## src/rtl/vga_char_tx_if.sv

```systemverilog
// rtl/vga_char_tx_if.sv - store-path push side and terminal-facing strobe of the character transmitter
interface vga_char_tx_if #(
    parameter int DEPTH = 16
);
    localparam int CW = $clog2(DEPTH) + 1;

    logic          we_i;
    logic [7:0]    data_i;
    logic          full_o;
    logic          empty_o;
    logic [CW-1:0] count_o;
    logic [7:0]    current_o;
    logic          writeBusy_o;

    modport master (
        output we_i, data_i,
        input  full_o, empty_o, count_o, current_o, writeBusy_o
    );

    modport slave (
        input  we_i, data_i,
        output full_o, empty_o, count_o, current_o, writeBusy_o
    );
endinterface

```

## src/rtl/vga_char_tx.sv

```systemverilog
// rtl/vga_char_tx.sv - FIFO-buffered byte transmitter paced to the text terminal's column bookkeeping
module vga_char_tx #(
    parameter int DEPTH       = 16,
    parameter int BUSY_CYCLES = 4,
    parameter int GAP_SHORT   = 8,
    parameter int GAP_LONG    = 72,
    parameter int LINE_LAST   = 58
) (
    input  logic         clk,
    input  logic         rst,
    vga_char_tx_if.slave bus
);
    localparam int AW      = $clog2(DEPTH);
    localparam int MAX_AB  = (BUSY_CYCLES > GAP_SHORT) ? BUSY_CYCLES : GAP_SHORT;
    localparam int CNT_MAX = (MAX_AB > GAP_LONG) ? MAX_AB : GAP_LONG;
    localparam int CNTW    = $clog2(CNT_MAX);

    typedef enum logic [1:0] {IDLE, BUSY, GAP} state_t;

    state_t          state, state_nx;
    logic [7:0]      mem [DEPTH];
    logic [AW-1:0]   wr_ptr, rd_ptr;
    logic [AW:0]     count, count_nx;
    logic            full;
    logic            push, pop;
    logic [7:0]      head;
    logic [CNTW-1:0] cnt, cnt_nx;
    logic [7:0]      cur, cur_nx;
    logic            busy, busy_nx;
    logic [5:0]      col, col_nx;
    logic            long_gap, long_nx;

    assign head = mem[rd_ptr];
    assign push = bus.we_i && !full;
    assign pop  = (state == IDLE) && (count != '0);

    always_comb begin
        count_nx = count;
        case ({push, pop})
            2'b10:   count_nx = count + 1'b1;
            2'b01:   count_nx = count - 1'b1;
            default: count_nx = count;
        endcase
    end

    always_ff @(posedge clk) begin
        if (push) begin
            mem[wr_ptr] <= bus.data_i;
        end
    end

    always_ff @(posedge clk or negedge rst) begin
        if (!rst) begin
            wr_ptr <= '0;
            rd_ptr <= '0;
            count  <= '0;
            full   <= 1'b0;
        end else begin
            if (push) wr_ptr <= wr_ptr + 1'b1;
            if (pop)  rd_ptr <= rd_ptr + 1'b1;
            count <= count_nx;
            full  <= (count_nx == (AW+1)'(DEPTH));
        end
    end

    // Mirror the terminal's cursor so line-advancing bytes get room for its line clean
    always_comb begin
        col_nx  = col;
        long_nx = long_gap;
        if (pop) begin
            if (head == 8'h08) begin
                if (col != '0) col_nx = col - 1'b1;
                long_nx = 1'b0;
            end else if (head == 8'h0A) begin
                col_nx  = '0;
                long_nx = 1'b1;
            end else if (col == 6'(LINE_LAST)) begin
                col_nx  = '0;
                long_nx = 1'b1;
            end else begin
                col_nx  = col + 1'b1;
                long_nx = 1'b0;
            end
        end
    end

    always_comb begin
        state_nx = state;
        cnt_nx   = cnt;
        cur_nx   = cur;
        busy_nx  = busy;
        case (state)
            IDLE: begin
                if (pop) begin
                    cur_nx   = head;
                    busy_nx  = 1'b1;
                    cnt_nx   = CNTW'(BUSY_CYCLES - 1);
                    state_nx = BUSY;
                end
            end
            BUSY: begin
                if (cnt == '0) begin
                    busy_nx  = 1'b0;
                    cnt_nx   = long_gap ? CNTW'(GAP_LONG - 1) : CNTW'(GAP_SHORT - 1);
                    state_nx = GAP;
                end else begin
                    cnt_nx = cnt - 1'b1;
                end
            end
            GAP: begin
                if (cnt == '0) begin
                    state_nx = IDLE;
                end else begin
                    cnt_nx = cnt - 1'b1;
                end
            end
            default: state_nx = IDLE;
        endcase
    end

    always_ff @(posedge clk or negedge rst) begin
        if (!rst) begin
            state    <= IDLE;
            cnt      <= '0;
            cur      <= 8'h00;
            busy     <= 1'b0;
            col      <= '0;
            long_gap <= 1'b0;
        end else begin
            state    <= state_nx;
            cnt      <= cnt_nx;
            cur      <= cur_nx;
            busy     <= busy_nx;
            col      <= col_nx;
            long_gap <= long_nx;
        end
    end

    assign bus.full_o      = full;
    assign bus.count_o     = count;
    assign bus.empty_o     = (count == '0) && (state == IDLE);
    assign bus.current_o   = cur;
    assign bus.writeBusy_o = busy;
endmodule

```

## src/flat_wrapper.sv

```systemverilog
// flat-port wrapper written by rule: the top's interface ports become plain ports
module vga_char_tx_flat 
#(
    parameter int DEPTH       = 16,
    parameter int BUSY_CYCLES = 4,
    parameter int GAP_SHORT   = 8,
    parameter int GAP_LONG    = 72,
    parameter int LINE_LAST   = 58
)
  (clk, rst, bus_we_i, bus_data_i, bus_full_o, bus_empty_o, bus_count_o, bus_current_o, bus_writeBusy_o);
  vga_char_tx_if #(.DEPTH(DEPTH)) bus_i ();
  input  logic clk;
  input  logic rst;
  input wire logic [$bits(bus_i.we_i)-1:0] bus_we_i;
  input wire logic [$bits(bus_i.data_i)-1:0] bus_data_i;
  output wire logic [$bits(bus_i.full_o)-1:0] bus_full_o;
  output wire logic [$bits(bus_i.empty_o)-1:0] bus_empty_o;
  output wire logic [$bits(bus_i.count_o)-1:0] bus_count_o;
  output wire logic [$bits(bus_i.current_o)-1:0] bus_current_o;
  output wire logic [$bits(bus_i.writeBusy_o)-1:0] bus_writeBusy_o;
  assign bus_i.we_i = bus_we_i;
  assign bus_i.data_i = bus_data_i;
  assign bus_full_o = bus_i.full_o;
  assign bus_empty_o = bus_i.empty_o;
  assign bus_count_o = bus_i.count_o;
  assign bus_current_o = bus_i.current_o;
  assign bus_writeBusy_o = bus_i.writeBusy_o;
  vga_char_tx #(.DEPTH(DEPTH), .BUSY_CYCLES(BUSY_CYCLES), .GAP_SHORT(GAP_SHORT), .GAP_LONG(GAP_LONG), .LINE_LAST(LINE_LAST)) u_core (.clk(clk), .rst(rst), .bus(bus_i));
endmodule
```

## config.mk

```make
export PLATFORM = sky130hd
export DESIGN_NAME = vga_char_tx_flat
export DESIGN_NICKNAME = d
export VERILOG_FILES = /design/src/rtl/vga_char_tx_if.sv /design/src/rtl/vga_char_tx.sv /design/src/flat_wrapper.sv
export SDC_FILE = /design/constraint.sdc
export NUM_CORES = 1
export LEC_CHECK = 0
export BUFFER_PORTS_ARGS = -buffer_cell sky130_fd_sc_hd__buf_2
export CAP_MARGIN = 30
export CORE_MARGIN = 3
export CORE_UTILIZATION = 50
export DETAILED_ROUTE_END_ITERATION = 7
export PLACE_DENSITY = 0.67
export SYNTH_ARGS = -nofsm -noshare
export SYNTH_HDL_FRONTEND = slang
export SYNTH_SLANG_ARGS = --single-unit
```

## constraint.sdc

```tcl
create_clock -name clk -period 4.52 [get_ports clk]
set_input_delay 0.226 -clock clk [delete_from_list [all_inputs] [get_ports clk]]
set_output_delay 0.226 -clock clk [all_outputs]
set_load 0.1 [all_outputs]
```

# After elaboration in Yosys (flattened, before gate mapping)
# Memory sizes are Yosys's and may differ from the RTL's.
# Cells that the tools add are included.
# W data, S select, Z words.
[classes]
addsub = 7
eq_ne = 13
muxes = 22
n_reduce_logical = 16
[op_table]
columns = ["op", "count"]
rows = [
  ["$mux W7", 4],
  ["$mux W6", 4],
  ["$pmux W7 S3", 1],
  ["$eq A8 B4 Y1 const B", 2],
  ["$pmux W5 S2", 1],
  ["$reduce_and A3 Y1", 3],
  ["$add A4 B1 Y4 const B", 2],
  ["$logic_not A7 Y1", 1],
  ["$mux W1", 7],
  ["$sub A7 B1 Y7 const B", 1],
  ["$add A6 B1 Y6 const B", 1],
  ["$eq A6 B6 Y1 const B", 1],
  ["$mux W2", 3],
  ["$ne A2 B1 Y1 const B", 3],
  ["$pmux W2 S3", 1],
  ["$reduce_bool A6 Y1", 1],
  ["$sub A6 B1 Y6 const B", 1],
  ["$add A5 B1 Y5 const B", 1],
  ["$eq A5 B5 Y1 const B", 1],
  ["$logic_not A5 Y1", 1],
  ["$reduce_bool A5 Y1", 1],
  ["$sub A5 B1 Y5 const B", 1],
  ["$eq A2 B1 Y1 const B", 2],
  ["$eq A2 B2 Y1 const B", 2],
  ["8 further kinds", 12],
]
[word_totals]
ff_bits = 39
mem_bits_rw = 128
inputBits = 11
output_inout_bits = 16
wordCells = 69
mem_count = 1
[memory_table]
columns = ["memory", "depth", "width", "read_ports", "rd_ports_with_merged_regs", "write_ports", "line", "source"]
rows = [
  ["u_core.mem", 16, 8, 1, 0, 1, "vga_char_tx.sv:21", "logic [7:0] mem [DEPTH];"],
]

# Depth between registers and ports, before layout
# Gate-level depths: netlist of the first run.
[depth]
word_depth = 5
depth_mapped = 17
depth_no_buf = 14

# Worst setup path after synthesis of the first run
# OpenSTA, ideal clock, no wires.
[synth_path]
kind = "register -> register"
from = "register u_core.count[2], in the netlist u_core.bus.count_o[2]"
to = "register u_core.full, in the netlist u_core.bus.full_o"
setup_ps = 101
arrival_ps = 3972
required_ps = 4419
setup_slack_ps = 448
path_stages_with_launch = 17
n_path_buf = 3
period_less_slack_ps = 4072
cell_sequence = "dfrtp_1 > or4_1 > o21ai_0 > clkbuf_1 > inv_1 > buf_4 > ha_1 > clkbuf_1 > xor2_1 > ha_1 > a21o_1 > nand2_1 > a21oi_1 > a211oi_1 > nor2_1 > xor2_1 > nor4bb_1"
[synth_via]
elab_chain_cells = 5
word_cells_on_any_way = 8
cone_classes = "2 x add/sub; 3 x eq/ne; 1 x mux; 2 x reduce/logical"
[synth_rtl]
columns = ["item", "line", "source"]
rows = [
  ["start: declaration", "vga_char_tx.sv:23", "logic [AW:0] count, count_nx;"],
  ["start signal: assignment", "vga_char_tx.sv:61", "count <= count_nx;"],
  ["$reduce_bool A5 Y1 (*)", "vga_char_tx.sv:35", "assign pop = (state == IDLE) && (count != '0);"],
  ["$logic_and A1 B1 Y1 (*)", "vga_char_tx.sv:35", ""],
  ["named net u_core.pop", "vga_char_tx.sv:25", "logic push, pop;"],
  ["$eq A2 B1 Y1 or $eq A2 B2 Y1 (tied branches)", "vga_char_tx.sv:39", "case ({push, pop})"],
  ["$pmux W5 S2 (*)", "vga_char_tx.sv:39", ""],
  ["named net u_core.count_nx[4]", "vga_char_tx.sv:23", ""],
  ["$eq A5 B5 Y1 (*)", "vga_char_tx.sv:62", "full <= (count_nx == (AW+1)'(DEPTH));"],
  ["end signal: assignment", "vga_char_tx.sv:62", ""],
  ["end: declaration", "vga_char_tx.sv:24", "logic full;"],
]
# The timed path passes the listed nets; every way through them passes the cells marked *.
# A chain may end at the register's enable or synchronous reset.

# Final worst setup path of the first run
[layout_path]
from = "register u_core.count[2], in the netlist u_core.bus.count_o[2]"
to = "register u_core.full, in the netlist u_core.bus.full_o"
[layout_via]
elab_chain_cells = 5
word_cells_on_any_way = 8
cone_classes = "2 x add/sub; 3 x eq/ne; 1 x mux; 2 x reduce/logical"
[layout_rtl]
columns = ["item", "line"]
rows = [
  ["branches (longest 3 deep; another with $sub A5 B1 Y5)", "-"],
  ["$pmux W5 S2 (*)", "vga_char_tx.sv:39"],
  ["named net u_core.count_nx[4]", "vga_char_tx.sv:23"],
  ["$eq A5 B5 Y1 (*)", "vga_char_tx.sv:62"],
]
# Mark *: on every way through the listed nets, which the timed path passes.

==> results of run 1 <==
## state kept, by name, indices dropped and copies added, names as in the netlist, 2 cells and up
register              cells
u_core.wr_ptr             4
u_core.bus.count_o        5
u_core.state              2
u_core.rd_ptr             4
u_core.bus.current_o      8
u_core.mem              128
u_core.cnt                7
u_core.col                6
## per-stage QoR
stage	cells	cell area [um^2]	hold slack (ns)
floorplan	482	7350	-0.0696
global placement	677	7640	0.409
detailed placement	677	7640	0.414
CTS	709	8180	0.167
global route	709	8180	0.167
finish	709	8180	0.180
## layout by cell type, fill, tap and decap left out, types with 10 or more instances in the layout
cell       synthesis  final
inv_1             14     14
dfrtp_1           39     38
o21ai_0           18     17
nor2b_1           10     10
nor3_1            11     11
a21oi_1           11     11
mux2i_1           24     24
buf_2              4     26
ha_1              18     18
nand2_1           40     40
and2_1            19     19
nor2_1            20     20
edfxtp_1         128    128
mux4_2            20     20
clkbuf_16          0     17
## per-layer routing
layer	GRT usage	up-vias	routed length (um)
met1	0.271	2055	6320
met5	0	-	7
met2	0.314	123	7360
met4	0.0536	2	178
met3	0.0627	18	900
li1	-	1921	-
## power groups by stage
stage / combinational (W) / sequential [W] / clock (W)
5_1_grt: 0.00277 / 0.00229 / 0.00142
2_1_floorplan: 0.00162 / 0.00261 / 0
6_report: 0.00253 / 0.00225 / 0.00132
4_1_cts: 0.00255 / 0.00225 / 0.00134
3_3_place_gp: 0.00249 / 0.00226 / 0
3_5_place_dp: 0.00253 / 0.00228 / 0
## worst register-to-register path, cell delays in order (launching register included)
cell and delay [ns]:
dfrtp_1 0.47, or4_1 0.59, o21ai_1 0.19, inv_1 0.06, buf_4 0.20, ha_1 0.32, xor2_1 0.19, ha_1 0.23
inv_1 0.05, o21ai_0 0.19, a21oi_1 0.10, a211oi_1 0.23, nor2_1 0.08, xor2_1 0.17, nor4bb_1 0.29
## cells by family after synthesis
family / after synthesis / share of synthesized area
DFF: 167 / 0.656
and+or+nand+nor: 129 / 0.0907
buffers and inverters: 32 / 0.0238
adders and majority gates: 18 / 0.0306
xor gates and xnor gates: 14 / 0.0167
muxes: 52 / 0.118
AOI/OAI and AO/OA: 70 / 0.0640
## final timing paths
| path | cells after the start | slack [ns] | to |
|---|---|---|---|
| setup / recovery | 14 | 1.08 | u_core.bus.full_o |
| max in group asynchronous | 2 | 3.43 | u_core.rd_ptr[0] |
| min in group asynchronous | 2 | 0.47 | u_core.bus.count_o[1] |
| hold / removal | 1 | 0.18 | u_core.mem[15][0] |
| hold reg to reg | 2 | 0.48 | u_core.bus.current_o[0] |
| setup reg to reg | 14 | 1.08 | u_core.bus.full_o |
## area by class of cell
type / instances / area [um^2] / share of cell area
flip-flops and latches: 167 / 4820 / 0.589
multi-input cells: 283 / 2360 / 0.288
clock buffers: 18 / 429 / 0.0524
well taps: 180 / 225 / 0.0275
repair buffers: 34 / 193 / 0.0235
clock inverters: 13 / 106 / 0.0130
inverters: 14 / 52.6 / 0.00642
==> out/metrics.yaml, run 1 <==
timing:
  final_max_slew_viol_count: 0
  setup_violations: 0
  min_period_ns: 3.44
  fin_crit_sh: 0.762
  worst-slew-pin-transition_ns: 1.04
  finalHoldViolCount: 0
  fin_tns_setup_ns: 0
  rsz0062_at_grt: "no"
  slew_headroom: 0.299
  fin_skew_ns: 0.00877
  fmax_ghz: 0.290
  layout_setup_ws_ns: 1.08
routing:
  antenna_left: 0
  first_pass_iters: 4
  routed_wl_um: 14800
  remaining_drc_errors: 0
  wl_per_cell_um: 20.8
  via_count: 4119
  avgViaCountPerCell: 5.81
  drt_iter0_drc: 426
global_route:
  grt_remaining_overflow: 0
  grt_use_total: 0.199
  grt_pass1_wl_um: 24000
  antenna_found_initial: 1
  grt_pass1_vias: 4262
  grt_max_degree: 40
floorplanning:
  start_util: 0.519
  die_w_um: 127
  rows: 43
  dieArea_um2: 16200
  num_io_pins: 27
  die_h_um: 127
  core_area_um2: 14100
power_and_ir_drop:
  leakagePower_nw: 3.00
  p_total_w: 0.00610
  swShare: 0.409
  p_int_w: 0.00360
  power.switching_w: 0.00249
  irDropWorstVdd_mv: 0.626
  power_frac_clock: 0.216
  powerDensity_nw_per_um2: 745
  p_seq_frac: 0.369
  p_comb_frac: 0.415
clock_network:
  cts_buffer_depth: 2
  cts_tree: "yes"
  htree_levels: 4
  clk_latency_ns: 0.42
  ctsHoldBuffers: 1
  clk_pin_slew_ns: 0.06
  cts_resized: 0
  cts_num_sinks: 167
  cts_buffers: 17
  root_buffer: "clkbuf_16"
  post-cts-setup-buffer-count: 0
worst_setup_path:
  critical_path.max_stage_delay_ns: 0.58
  r2r-start: "u_core.bus.count_o[2]"
  path_delay_family: "simple AND/OR/NAND/NOR gates"
  crit_required_ns: 4.84
  critical_path_class: "reg -> reg"
  cp_slowest_cell: "or4_1"
  arrival_ns: 3.76
  cp_cell_sequence: "or4_1 > o21ai_1 > inv_1 > buf_4 > ha_1 > xor2_1 > ha_1 > inv_1 > o21ai_0 > a21oi_1 > a211oi_1 > nor2_1 > xor2_1 > nor4bb_1"
  critPathLaunchType: "flip-flop"
  endpoint_kind: "flip-flop"
  critical_path.startpoint: "u_core.bus.count_o[2]"
  worst-path-buf-inv: 3
  path_max_fanout: 17
synthesis:
  synth-seq-cells: 167
  synth_top_area_cell: "edfxtp_1"
  synth-edff-count: 128
  ys_seq_area_frac: 0.656
  syn-num-nets: 511
  synthTopCellsByArea: "edfxtp_1, dfrtp_1, mux4_2, mux2i_1, ha_1"
  ys.flop_type: "edfxtp_1"
  ys_warn_count: 0
  synthTopCellsByCount: "edfxtp_1, nand2_1, dfrtp_1, mux2i_1"
  yosysMostFrequentCell: "edfxtp_1"
  synth_cell_type_count: 52
  synth_area_um2: 7350
  netlist_instances: 482
  syn_avg_cell_area_um2: 15.3
  synthArstFlopShare: 0.234
  yosysTopAreaCellShare: 0.523
run_status:
  status: "finished, final reports clean"
min_path:
  hp-class: "in -> reg"
  hold_start: "bus_data_i[0]"
finish:
  diodes: 0
  layout.nets: 546
  layout-drive-gt1-share: 0.164
  area_growth_pct: 11.3
  postLayoutCoreUtil: 0.578
  fillCellCount: 1068
placed_design:
  dp_slack_ns: 1.05
  dp_hpwl_um: 9710
  numPortBuffers: 26
  gp_congestion: 0.886
job:
  cap_violations: 0
Power figures use the tool's default switching activity.
==> run 2: changes to the inputs <==
PLACE_DENSITY = 0.69   (was 0.67)
clock period = 3.02 ns   (was 4.52 ns; I/O delays follow)
==> run 2 against run 1 <==
  * Count of clock-buffer cells in the layout increased by 4
  * Routed wire length is 4.1% higher
  * Hold slack lost 0.077 ns
  * Register-to-register slack worse by 1.0 ns
  * Design area increased by 4.7%
  * First-iteration DRC count increased by 14%
  * Via count up 4.4%
  * Sequential power rose by 45%
  * Global-route usage shrank 0.25 points
  * Flip-flop and latch count stayed put
  * Largest cell class unchanged
==> out/metrics.yaml, run 2 (synthesis gave the netlist of run 1 again) <==
worst_setup_path:
  reg2reg_depth: 9
  endpoint_kind: "flip-flop"
  arrival_ns: 3.30
  path_max_fanout: 12
  critPathLaunchType: "flip-flop"
  critical_path.startpoint: "u_core.rd_ptr[0]"
  rrSetupSlack_ns: 0.08
  crit_required_ns: 3.38
  r2r-start: "u_core.rd_ptr[0]"
  critical_path_class: "reg -> reg"
  reg2reg_to: "u_core.col[2]"
finish:
  regArea_um2: 4830
  fin_cells: 737
  layout-drive-gt1-share: 0.241
  regMostFlops: "u_core.mem"
  multi_input_area_um2: 2420
  final_cell_mix: "edfxtp_1, nand2_1, dfrtp_1"
  layout.nets: 573
  fillCellCount: 1066
  final_common_cell: "edfxtp_1"
  largest_reg_flops: 128
  diodes: 0
  area_growth_pct: 16.5
global_route:
  grt_remaining_overflow: 0
  grt_pass1_wl_um: 23800
  antenna_found_initial: 0
  grt_use_total: 0.196
  grt_max_degree: 40
  grt_pass1_vias: 4290
placed_design:
  numPortBuffers: 26
  dp_hpwl_um: 9670
  gp_congestion: 0.840
  numPlacedInstances: 693
power_and_ir_drop:
  irDropWorstVdd_mv: 1.20
  powerDensity_nw_per_um2: 1150
  leakagePower_nw: 3.18
clock_network:
  cts_buffer_depth: 2
  cts_num_sinks: 167
  root_buffer: "clkbuf_16"
  htree_levels: 4
  cts_tree: "yes"
  cts_buffers: 17
  clk_latency_ns: 0.42
  clk_pin_slew_ns: 0.06
routing:
  drt_iter0_drc: 486
  via_count: 4299
  first_pass_iters: 5
  routed_wl_um: 15400
  remaining_drc_errors: 0
  wl_per_cell_um: 20.8
  avgViaCountPerCell: 5.83
  antenna_left: 0
timing:
  slew_headroom: 0.405
  fmax_ghz: 0.340
  setup_violations: 0
  fin_tns_setup_ns: 0
  final_max_slew_viol_count: 0
  min_period_ns: 2.94
  fin_skew_ns: 0.00579
  worst-slew-pin-transition_ns: 0.892
  finalHoldViolCount: 0
  fin_crit_sh: 0.974
min_path:
  hp-class: "in -> reg"
  whs_endpoint: "u_core.mem[2][2]"
  whs_path_depth: 1
  hold_start: "bus_data_i[2]"
floorplanning:
  num_io_pins: 27
  dieArea_um2: 16200
  die_w_um: 127
  start_util: 0.519
  rows: 43
  die_h_um: 127
  core_area_um2: 14100
job:
  cap_violations: 0
run_status:
  status: "finished, final reports clean"
## run 2: changes by cell type in the layout (fill, tap and decap cells not counted), sizes merged
cell,before,now
buf,33,59
clkbuf,18,23
clkinvlp,4,1
bufinv,1,2
inv,16,15
## run 2: final cells by class
class	instances	area share
tap	180	0.0263
inverter	14	0.00672
clock inverter	10	0.0137
sequential	167	0.564
timing repair buffer	61	0.0511
multi-input combinational	283	0.283
clock buffer	22	0.0554
## run 2: worst max path at each step
stage	to	depth (start not counted)
5_1_grt	u_core.bus.full_o	13
6_report	u_core.col[2]	9
2_1_floorplan	u_core.bus.full_o	16
3_3_place_gp	u_core.bus.full_o	13
3_5_place_dp	u_core.bus.full_o	13
4_1_cts	u_core.bus.full_o	13
## run 2: report_power, final
part	total [W]	leakage (nW)	switching [W]	internal, W
sequential	0.00327	1.63	0.000324	0.00294
combinational	0.00440	1.26	0.00270	0.00169
clock	0.00215	0.291	0.000861	0.00129
## run 2: timing repair
action,CTS,global route
setup buffers,0,10
hold buffers,1,0
hold endpoints to repair,39,0
gates cloned,0,1
setup endpoints to repair,1,2
pin swaps,1,10
gates resized for setup,2,11
## run 2: through the flow
step	power, W	util	cell area (um^2)	hold slack (ns)	setup WS [ns]
2_1_floorplan	0.00642	-	7410	-0.145	-0.276
3_3_place_gp	0.00733	0.553	7820	0.316	0.100
3_5_place_dp	0.00744	0.553	7820	0.324	-0.0491
4_1_cts	0.00962	0.596	8440	0.0960	0.0255
5_1_grt	0.0104	0.605	8570	0.104	-0.0313
6_report	0.00981	0.605	8570	0.103	0.0771
## run 2: metal layers
metal / routed length (um) / track usage / vias to the layer above
met2: 7640 / 0.318 / 142
li1: - / - / 1980
met5: 0 / 0 / -
met4: 238 / 0.0694 / 0
met3: 769 / 0.0456 / 21
met1: 6720 / 0.264 / 2156
## run 2: critical path: stages (launching register included)
cell	delay (ns)
dfrtp_2	0.43
buf_12	0.18
mux4_1	0.57
or2_2	0.28
a21oi_1	0.27
o211ai_1	0.16
nor4_4	0.30
buf_4	0.23
nor3b_1	0.25
o32a_1	0.20
